==> src/rtl/morse_pkg.sv <==
// Shared types and constants for the Morse line decoder.
// Holds the FSM state encoding, symbol values, letter codes and default lengths.
// Imported by the decoder top and its lookup sub-module.
package morse_pkg;

  // Decoder FSM states
  typedef enum logic [1:0] {
    IDLE  = 2'd0,
    MARK  = 2'd1,
    SPACE = 2'd2
  } state_t;

  // Symbol values as they are shifted into the pattern register
  localparam logic SYM_DOT  = 1'b0;
  localparam logic SYM_DASH = 1'b1;

  // Pattern storage widths: up to four symbols, count 0..4
  localparam int SYM_W  = 4;
  localparam int CNT_W  = 3;
  localparam int CODE_W = 3;

  // Letter select codes, matching the transmitter's S..Z select
  localparam logic [CODE_W-1:0] L_S = 3'd0;
  localparam logic [CODE_W-1:0] L_T = 3'd1;
  localparam logic [CODE_W-1:0] L_U = 3'd2;
  localparam logic [CODE_W-1:0] L_V = 3'd3;
  localparam logic [CODE_W-1:0] L_W = 3'd4;
  localparam logic [CODE_W-1:0] L_X = 3'd5;
  localparam logic [CODE_W-1:0] L_Y = 3'd6;
  localparam logic [CODE_W-1:0] L_Z = 3'd7;

  // Default timing, in sample ticks
  localparam int DEF_DOT_LEN     = 1;
  localparam int DEF_DASH_LEN    = 3;
  localparam int DEF_GAP_LEN     = 3;
  localparam int DEF_MAX_SYMBOLS = 4;
  localparam int DEF_RUN_W       = 3;

endpackage

==> src/rtl/morse_decoder_if.sv <==
// Sample-tick input and decoded-letter output bundle of the Morse decoder.
// master drives the line and tick; slave (the decoder) drives the results.
// No flow control: results are single-clock pulses qualified by valid.
interface morse_decoder_if;
  logic       enable;
  logic       serial_in;
  logic [2:0] code;
  logic       valid;
  logic       error;
  logic       busy;

  modport master (
    output enable,
    output serial_in,
    input  code,
    input  valid,
    input  error,
    input  busy
  );

  modport slave (
    input  enable,
    input  serial_in,
    output code,
    output valid,
    output error,
    output busy
  );
endinterface

==> src/rtl/morse_lookup.sv <==
// Maps a finished (symbol count, symbol pattern) pair to its S..Z letter code.
// Purely combinational, zero latency.
// hit is low for any pattern that is not one of the eight letters.
module morse_lookup
  import morse_pkg::*;
(
  input  logic [CNT_W-1:0]  sym_cnt,
  input  logic [SYM_W-1:0]  sym_bits,
  output logic [CODE_W-1:0] code,
  output logic              hit
);

  // Table match on count and pattern together; first symbol sits highest
  always_comb begin
    code = L_S;
    hit  = 1'b0;
    case ({sym_cnt, sym_bits})
      {3'd3, 4'b0000}: begin code = L_S; hit = 1'b1; end
      {3'd1, 4'b0001}: begin code = L_T; hit = 1'b1; end
      {3'd3, 4'b0001}: begin code = L_U; hit = 1'b1; end
      {3'd4, 4'b0001}: begin code = L_V; hit = 1'b1; end
      {3'd3, 4'b0011}: begin code = L_W; hit = 1'b1; end
      {3'd4, 4'b1001}: begin code = L_X; hit = 1'b1; end
      {3'd4, 4'b1011}: begin code = L_Y; hit = 1'b1; end
      {3'd4, 4'b1100}: begin code = L_Z; hit = 1'b1; end
      default:         begin code = L_S; hit = 1'b0; end
    endcase
  end

endmodule

==> src/rtl/morse_decoder.sv <==
// Measures mark/space run lengths on the sampled Morse line and decodes S..Z.
// Latency: valid rises on the edge that samples the GAP_LEN-th space tick.
// No backpressure: results are one-clock pulses; enable=0 freezes all state.
module morse_decoder
  import morse_pkg::*;
#(
  parameter int DOT_LEN     = DEF_DOT_LEN,
  parameter int DASH_LEN    = DEF_DASH_LEN,
  parameter int GAP_LEN     = DEF_GAP_LEN,
  parameter int MAX_SYMBOLS = DEF_MAX_SYMBOLS,
  parameter int RUN_W       = DEF_RUN_W
) (
  input logic             clock,
  input logic             clear,
  morse_decoder_if.slave  bus
);

  localparam logic [RUN_W-1:0] RUN_ONE = RUN_W'(1);
  localparam logic [RUN_W-1:0] RUN_MAX = {RUN_W{1'b1}};
  localparam logic [RUN_W-1:0] DOT_R   = RUN_W'(DOT_LEN);
  localparam logic [RUN_W-1:0] DASH_R  = RUN_W'(DASH_LEN);
  localparam logic [RUN_W-1:0] GAP_R   = RUN_W'(GAP_LEN);
  localparam logic [CNT_W-1:0] MAX_R   = CNT_W'(MAX_SYMBOLS);
  localparam logic [CNT_W-1:0] CNT_ONE = CNT_W'(1);

  state_t             state, state_nxt;
  logic [RUN_W-1:0]   run, run_nxt;
  logic [CNT_W-1:0]   sym_cnt, sym_cnt_nxt;
  logic [SYM_W-1:0]   sym_bits, sym_bits_nxt;
  logic               bad, bad_nxt;
  logic               sym;
  logic               finish;

  logic [CODE_W-1:0]  lk_code;
  logic               lk_hit;

  logic [CODE_W-1:0]  code_q, code_nxt;
  logic               valid_q, valid_nxt;
  logic               error_q, error_nxt;
  logic               busy_q, busy_nxt;

  morse_lookup u_lookup (
    .sym_cnt  (sym_cnt),
    .sym_bits (sym_bits),
    .code     (lk_code),
    .hit      (lk_hit)
  );

  // FSM state register
  always_ff @(posedge clock) begin
    if (!clear) begin
      state <= IDLE;
    end else begin
      state <= state_nxt;
    end
  end

  // Run-length, symbol accumulator and malformed-letter flag registers
  always_ff @(posedge clock) begin
    if (!clear) begin
      run      <= '0;
      sym_cnt  <= '0;
      sym_bits <= '0;
      bad      <= 1'b0;
    end else begin
      run      <= run_nxt;
      sym_cnt  <= sym_cnt_nxt;
      sym_bits <= sym_bits_nxt;
      bad      <= bad_nxt;
    end
  end

  // Next-state: advance only on sample ticks, classify runs at line transitions
  always_comb begin
    state_nxt    = state;
    run_nxt      = run;
    sym_cnt_nxt  = sym_cnt;
    sym_bits_nxt = sym_bits;
    bad_nxt      = bad;
    sym          = SYM_DOT;
    finish       = 1'b0;
    if (bus.enable) begin
      case (state)
        IDLE: begin
          if (bus.serial_in) begin
            state_nxt    = MARK;
            run_nxt      = RUN_ONE;
            sym_cnt_nxt  = '0;
            sym_bits_nxt = '0;
            bad_nxt      = 1'b0;
          end
        end
        MARK: begin
          if (bus.serial_in) begin
            // Saturate so an endless mark never aliases back to a dot length
            if (run != RUN_MAX) begin
              run_nxt = run + RUN_ONE;
            end
          end else begin
            if (run == DASH_R) begin
              sym = SYM_DASH;
            end else if (run != DOT_R) begin
              bad_nxt = 1'b1;
            end
            if (sym_cnt == MAX_R) begin
              bad_nxt = 1'b1;
            end else begin
              sym_bits_nxt = {sym_bits[SYM_W-2:0], sym};
              sym_cnt_nxt  = sym_cnt + CNT_ONE;
            end
            state_nxt = SPACE;
            run_nxt   = RUN_ONE;
          end
        end
        SPACE: begin
          if (!bus.serial_in) begin
            run_nxt = run + RUN_ONE;
            if ((run + RUN_ONE) == GAP_R) begin
              finish    = 1'b1;
              state_nxt = IDLE;
            end
          end else begin
            // Only a one-dot space may separate symbols inside a letter
            if (run != DOT_R) begin
              bad_nxt = 1'b1;
            end
            state_nxt = MARK;
            run_nxt   = RUN_ONE;
          end
        end
        default: begin
          state_nxt = IDLE;
        end
      endcase
    end
  end

  // Output decode: latch the letter result on finish, valid is a single pulse
  always_comb begin
    valid_nxt = finish;
    code_nxt  = code_q;
    error_nxt = error_q;
    busy_nxt  = (state_nxt != IDLE);
    if (finish) begin
      code_nxt  = (lk_hit && !bad) ? lk_code : L_S;
      error_nxt = !lk_hit || bad;
    end
  end

  // Registered outputs
  always_ff @(posedge clock) begin
    if (!clear) begin
      code_q  <= '0;
      valid_q <= 1'b0;
      error_q <= 1'b0;
      busy_q  <= 1'b0;
    end else begin
      code_q  <= code_nxt;
      valid_q <= valid_nxt;
      error_q <= error_nxt;
      busy_q  <= busy_nxt;
    end
  end

  assign bus.code  = code_q;
  assign bus.valid = valid_q;
  assign bus.error = error_q;
  assign bus.busy  = busy_q;

endmodule

==> src/flat_wrapper.sv <==
// flat-port wrapper written by rule: the top's interface ports become plain ports
module morse_decoder_flat import morse_pkg::*;
#(
  parameter int DOT_LEN     = DEF_DOT_LEN,
  parameter int DASH_LEN    = DEF_DASH_LEN,
  parameter int GAP_LEN     = DEF_GAP_LEN,
  parameter int MAX_SYMBOLS = DEF_MAX_SYMBOLS,
  parameter int RUN_W       = DEF_RUN_W
)
  (clock, clear, bus_enable, bus_serial_in, bus_code, bus_valid, bus_error, bus_busy);
  morse_decoder_if bus_i ();
  input logic clock;
  input logic clear;
  input wire logic [$bits(bus_i.enable)-1:0] bus_enable;
  input wire logic [$bits(bus_i.serial_in)-1:0] bus_serial_in;
  output wire logic [$bits(bus_i.code)-1:0] bus_code;
  output wire logic [$bits(bus_i.valid)-1:0] bus_valid;
  output wire logic [$bits(bus_i.error)-1:0] bus_error;
  output wire logic [$bits(bus_i.busy)-1:0] bus_busy;
  assign bus_i.enable = bus_enable;
  assign bus_i.serial_in = bus_serial_in;
  assign bus_code = bus_i.code;
  assign bus_valid = bus_i.valid;
  assign bus_error = bus_i.error;
  assign bus_busy = bus_i.busy;
  morse_decoder #(.DOT_LEN(DOT_LEN), .DASH_LEN(DASH_LEN), .GAP_LEN(GAP_LEN), .MAX_SYMBOLS(MAX_SYMBOLS), .RUN_W(RUN_W)) u_core (.clock(clock), .clear(clear), .bus(bus_i));
endmodule
==> config.mk <==
export PLATFORM = sky130hd
export DESIGN_NAME = morse_decoder_flat
export DESIGN_NICKNAME = d
export VERILOG_FILES = /design/src/rtl/morse_pkg.sv /design/src/rtl/morse_decoder_if.sv /design/src/rtl/morse_lookup.sv /design/src/rtl/morse_decoder.sv /design/src/flat_wrapper.sv
export SDC_FILE = /design/constraint.sdc
export NUM_CORES = 1
export LEC_CHECK = 0
export CORE_MARGIN = 1
export CORE_UTILIZATION = 63
export CTS_BUF_LIST = sky130_fd_sc_hd__clkbuf_4
export DETAILED_ROUTE_END_ITERATION = 10
export GPL_TIMING_DRIVEN = 0
export HOLD_SLACK_MARGIN = 0.06
export MAX_ROUTING_LAYER = met4
export PLACE_DENSITY = 0.86
export SYNTH_ARGS = -nofsm -noshare
export SYNTH_HDL_FRONTEND = slang
export SYNTH_SLANG_ARGS = --single-unit
==> constraint.sdc <==
create_clock -name clock -period 3.6 [get_ports clock]
set_clock_uncertainty 0.1 [all_clocks]
set_input_delay 0.72 -clock clock [delete_from_list [all_inputs] [get_ports clock]]
set_output_delay 0.72 -clock clock [all_outputs]
set_load 0.01 [all_outputs]
## After elaboration in Yosys (flattened, before gate mapping)

Index checks and enable logic that the tools add are counted.

- Memories kept: 0
- Bits in registers: 19
- Bits in read-only memories: 0
- Memory bits (writable): 0
- Logic and storage cells: 78
- Output and inout port bits: 6
- Latch bits: 0

- Bitwise logic cells: 0
- Equal/unequal tests: 21
- Shifts and indexed selects: 0
- Reduce and logical (&&, ||, !) cells: 12
- Divide/modulo/power cells: 0
- Mux-type cells: 34
- $mul: 0
- $lt $le $gt $ge: 0
- $add $sub $neg: 2

Operator list:

| cell | number |
|---|---|
| == test 7 bit, second input constant | 4 |
| two-way mux 3 bit | 8 |
| == test 7 x 6 -> 1 bit, second input constant | 3 |
| one-hot mux 3 bit (7 select lines) | 1 |
| two-way mux 1 bit | 12 |
| two-way mux 4 bit | 3 |
| two-way mux 2 bit | 5 |
| one-hot mux 3 bit (3 select lines) | 1 |
| inequality test 2 bit, second input constant | 4 |
| one-hot mux 4 bit (2 select lines) | 1 |
| OR reduction 8 bit | 1 |
| == test 7 x 5 -> 1 bit, second input constant | 1 |
| adder 3 x 1 -> 3 bit, second input constant | 2 |
| == test 3 x 2 -> 1 bit, second input constant | 2 |
| inequality test 3 bit, second input constant | 2 |
| one-hot mux 2 bit (3 select lines) | 1 |
| one-hot mux 3 bit (2 select lines) | 1 |
| AND reduction 6 bit | 1 |
| AND reduction 5 bit | 1 |
| AND reduction 4 bit | 1 |
| nonzero test 2 bit | 2 |
| == test 3 bit, second input constant | 1 |
| inequality test 3 x 1 -> 1 bit, second input constant | 1 |
| inequality test 3 x 2 -> 1 bit, second input constant | 1 |
| other kinds (8) | 9 |

## Logic depth before layout (Yosys ltp)

- Depth after elaboration: 7
- Gate-level depth with buffers: 6
- Depth with buffers taken out: 6

## Hierarchy

A second synthesis with hierarchy kept.

- Cells, all modules: 149
- Area total of the unflattened synthesis: 1298.7 sq um

Modules (own cells, without submodules):

| module | instances | sequential area each (sq um) | area an instance (sq um) | cells an instance |
|---|---|---|---|---|
| morse_decoder | 1 | 380.4 | 1106.1 | 126 |
| morse_lookup | 1 | 0.0 | 192.7 | 23 |

## Worst setup path after synthesis

OpenSTA, ideal clock, no wires.

- Kind: flip-flop to flip-flop
- Start point: register u_core.run[0]
- End point: register u_core.busy_q (netlist: u_core.bus.busy)
- Stages on the path, launching flop included: 7
- Setup slack: 1768 ps
- Buffers on the path: 0
- Arrival time: 1609 ps
- Cells stage by stage: dfxtp_1 > ha_1 > ha_1 > a21boi_0 > o311ai_0 > a31oi_1 > or2_2

- Longest elaborated chain between the ends: 7

Ends and longest elaborated chain:

| item | RTL line | RTL |
|---|---|---|
| start, declared | morse_decoder.sv:27 | `logic [RUN_W-1:0] run, run_nxt;` |
| start signal, assigned | morse_decoder.sv:66 | `run <= run_nxt;` |
| adder 3 x 1 -> 3 bit | morse_decoder.sv:118 | `if ((run + RUN_ONE) == GAP_R) begin` |
| == test 3 x 2 -> 1 bit | morse_decoder.sv:118 |  |
| two-way mux 2 bit | morse_decoder.sv:118 |  |
| two-way mux 2 bit | morse_decoder.sv:116 | `if (!bus.serial_in) begin` |
| one-hot mux 2 bit (3 select lines) | morse_decoder.sv:83 | `case (state)` |
| two-way mux 2 bit | morse_decoder.sv:82 | `if (bus.enable) begin` |
| nonzero test 2 bit | morse_decoder.sv:143 | `busy_nxt = (state_nxt != IDLE);` |
| end signal, assigned | morse_decoder.sv:161 | `busy_q <= busy_nxt;` |
| end, declared | morse_decoder.sv:40 | `logic busy_q, busy_nxt;` |

Every way passes these cells.
A chain may end at the register's enable or synchronous reset.

## Final worst setup path

- Start point: input port bus_serial_in
- End point: register u_core.code_q[2] (netlist: u_core.bus.code[2])

- Longest elaborated chain between the ends: 3

Ends and longest elaborated chain:

| item | RTL line | RTL |
|---|---|---|
| start, declared | flat_wrapper.sv:15 | `input wire logic [$bits(bus_i.serial_in)-1:0] bus_serial_in;` |
| two-way mux 1 bit | morse_decoder.sv:116 |  |
| two-way mux 1 bit | morse_decoder.sv:83 |  |
| two-way mux 1 bit | morse_decoder.sv:82 |  |
| end signal, assigned | morse_decoder.sv:158 | `code_q <= code_nxt;` |
| end, declared | morse_decoder.sv:37 | `logic [CODE_W-1:0] code_q, code_nxt;` |

Every way passes these cells.

==> summary.txt <==
Status
  • Status: finished clean

Critical path
  • Register-to-Register Path Depth: 6
  • Flop-to-flop setup slack: 1.58 ns
  • CP Capture Type: register
  • WP data required: 3.76 ns
  • Setup crit end: u_core.bus.code[2]
  • RR Endpoint: u_core.bus.busy
  • RR Startpoint: u_core.run[0]
  • CP Class: input port to register
  • Crit path from: bus_serial_in
  • Critical path data arrival time: between 2 and 2.5 ns
  • CP max FO: 10
  • Type of origin of the critical path: input port

Synth
  • Top FF cell, synth: dfxtp_1
  • Post-Syn Area per Cell: 8.92 µm²
  • Sequential fraction of the synthesis area: 0.323
  • Synth warnings: 0
  • Yosys reg bits: 19
  • Post-synthesis async set-or-reset flop share: 0
  • EDFF count, synth: 0
  • Syn Nets: between 100 and 150
  • Cells after synthesis: 132
  • Synth Cell Area: 1180 µm²
  • Library cells used by synthesis: 52

Placement
  • GPL Wtd Cong: 0.874
  • DP Area: 1290 µm²
  • Count of input and output buffers: 8
  • DP HPWL: 1.75 mm

Clock tree
  • Clk pin slew, worst setup/hold paths: around 0.12 ns
  • Clock Root Buffer: clkbuf_4
  • Inserted Clock Buffers: 3
  • Post-CTS resize count: 0
  • Postcts setup bufs: 0
  • # hold bufs at CTS: 0
  • CTS Sinks: 19
  • CTS max path bufs: 2
  • Worst skew pair latency: roughly 0.3 ns
  • CTS tree: yes
  • H-Tree Level Count: 1

Final layout
  • Most frequent cells in the layout: dfxtp_1, inv_1, ha_1
  • # nets final: roughly 160
  • Commonest non-fill, non-tap cell in the layout: dfxtp_1
  • Layout cells sized above 1: 0.111
  • Area growth from synthesis to layout: 11.8%
  • Post-route cell area: about 1300 µm²
  • Ant. Diodes: 0

Timing
  • Slew Limit Headroom: 0.735
  • Final slew viol count: 0
  • RSZ-0062 raised after global routing: false
  • Worst Tran Pin Value: 0.395 ns
  • Final worst-path cycle share: 0.599
  • Setup Total Neg Slack: 0 ns
  • Fmax: ~460 MHz
  • WHS: ~0.36 ns
  • Final count of negative-setup-slack endpoints: 0
  • Final hold vios: 0
  • Fin crit period: 2.16 ns

Hold path
  • Cell count of the worst hold path: 2
  • Hold WC Path Type: register to register

Die
  • Die width: 45.2 µm
  • Placeable Area: 1750 µm²
  • Die area: 2050 µm²
  • I/O pin count: 10
  • Initial Util: 0.675
  • Row count: 15
  • Die Ht: between 40 and 50 µm

Pwr
  • Static leakage: around 0.53 nW
  • PD cells: 295 nW/µm²
  • Peak supply drop: 0.219 mV

Flow run
  • Max cap viols: 0

Route
  • Post-Route WL: 2.28 mm
  • Drt drc: 0
  • DR WL/cell: 13.5 µm
  • Post-DRT Antenna Nets: 0
  • Via count: between 1k and 1.5k
  • Iter 0 DRT Violations: 18
  • Via-per-instance ratio: 5.96
  • Drt first pass iters: 4

GRT
  • Vias in the first global route: about 900
  • Largest net degree at the start of global routing: 12
  • Antenna violations before repair: 0
  • First-pass GRT wire length: 3.77 mm
  • Total GRT Usage: 0.272
  • Gr ovfl total: 0
[logic make-up (layout without fill, tap and decap cells)]
kind of cell / after synthesis / count (layout) / synth area share
XOR/XNOR: 1 / 1 / 0.00744
adder cells (fa/ha/maj): 13 / 13 / 0.138
multiplexers: 3 / 3 / 0.0255
buffers and inverters: 19 / 31 / 0.0659
flip-flops: 19 / 19 / 0.323
AND/OR/NAND/NOR: 41 / 41 / 0.209
AO/OA/AOI/OAI: 36 / 36 / 0.231
[where the power goes]
group | internal (W) | switching (W)
Combinational | 0.0000245 | 0.0000326
Clock | 0.0000415 | 0.0000691
Sequential | 0.000215 | 0.00000516
Total | 0.000281 | 0.000107
[cell usage after synthesis, types with 3 or more instances]
| library cell | number | area, µm² |
|---|---|---|
| dfxtp_1 | 19 | 380 |
| inv_1 | 14 | 52.6 |
| ha_1 | 13 | 163 |
| a21oi_1 | 8 | 40.0 |
| nand2_1 | 7 | 26.3 |
| a22o_1 | 5 | 43.8 |
| nand3_1 | 5 | 25.0 |
| nor2_1 | 5 | 18.8 |
| a31oi_1 | 3 | 18.8 |
| mux2i_1 | 3 | 30.0 |
| or3_1 | 3 | 18.8 |
[critical path, cell delays in order]
cell,delay [ns]
clkdlybuf4s50_1,0.44
buf_4,0.18
nor2b_1,0.18
nand4_1,0.28
a2111oi_0,0.36
a31o_2,0.16
[layer usage]
| layer | routed length (µm) | track usage |
|---|---|---|
| met1 | 1040 | 0.316 |
| met2 | 1050 | 0.406 |
| met3 | 72 | 0.0560 |
| met4 | 112 | 0.212 |
| met5 | 0 | - |
[registers in the layout (all words and copies together), names as in the netlist]
name	flops
u_core.bus.code	3
u_core.run	3
u_core.bus.valid	1
u_core.sym_bits	4
u_core.state	2
u_core.bus.error	1
u_core.bad	1
u_core.bus.busy	1
u_core.sym_cnt	3
[cell type report]
type | instances | area [µm²]
Multi-Input combinational cell | 94 | 719
Buffer | 4 | 21.3
Sequential cell | 19 | 380
Clock buffer | 3 | 22.5
Inverter | 15 | 56.3
Timing Repair Buffer | 8 | 80.1
Clock inverter | 1 | 5.00
Tap cell | 25 | 31.3
Fill cell | 147 | 429
[worst min path at each step]
stage,from,end,slack [ns]
after floorplan,u_core.run[2],u_core.run[2],0.36
after global placement,u_core.bus.code[0],u_core.bus.code[0],0.34
after detailed placement,u_core.bus.code[0],u_core.bus.code[0],0.35
after CTS,u_core.bus.code[0],u_core.bus.code[0],0.37
after global routing,u_core.bus.code[0],u_core.bus.code[0],0.39
final,u_core.bus.code[0],u_core.bus.code[0],0.36
[through the flow]
stage / setup WS [ns] / instances / utilization / power, W
2_1_floorplan: 1.77 / 132 / - / 0.000264
3_3_place_gp: 1.17 / 165 / 0.738 / 0.000279
3_5_place_dp: 1.14 / 165 / 0.738 / 0.000281
4_1_cts: 1.46 / 169 / 0.754 / 0.000391
5_1_grt: 1.35 / 169 / 0.754 / 0.000409
6_report: 1.44 / 169 / 0.754 / 0.000388
(Power assumes the default switching activity.)
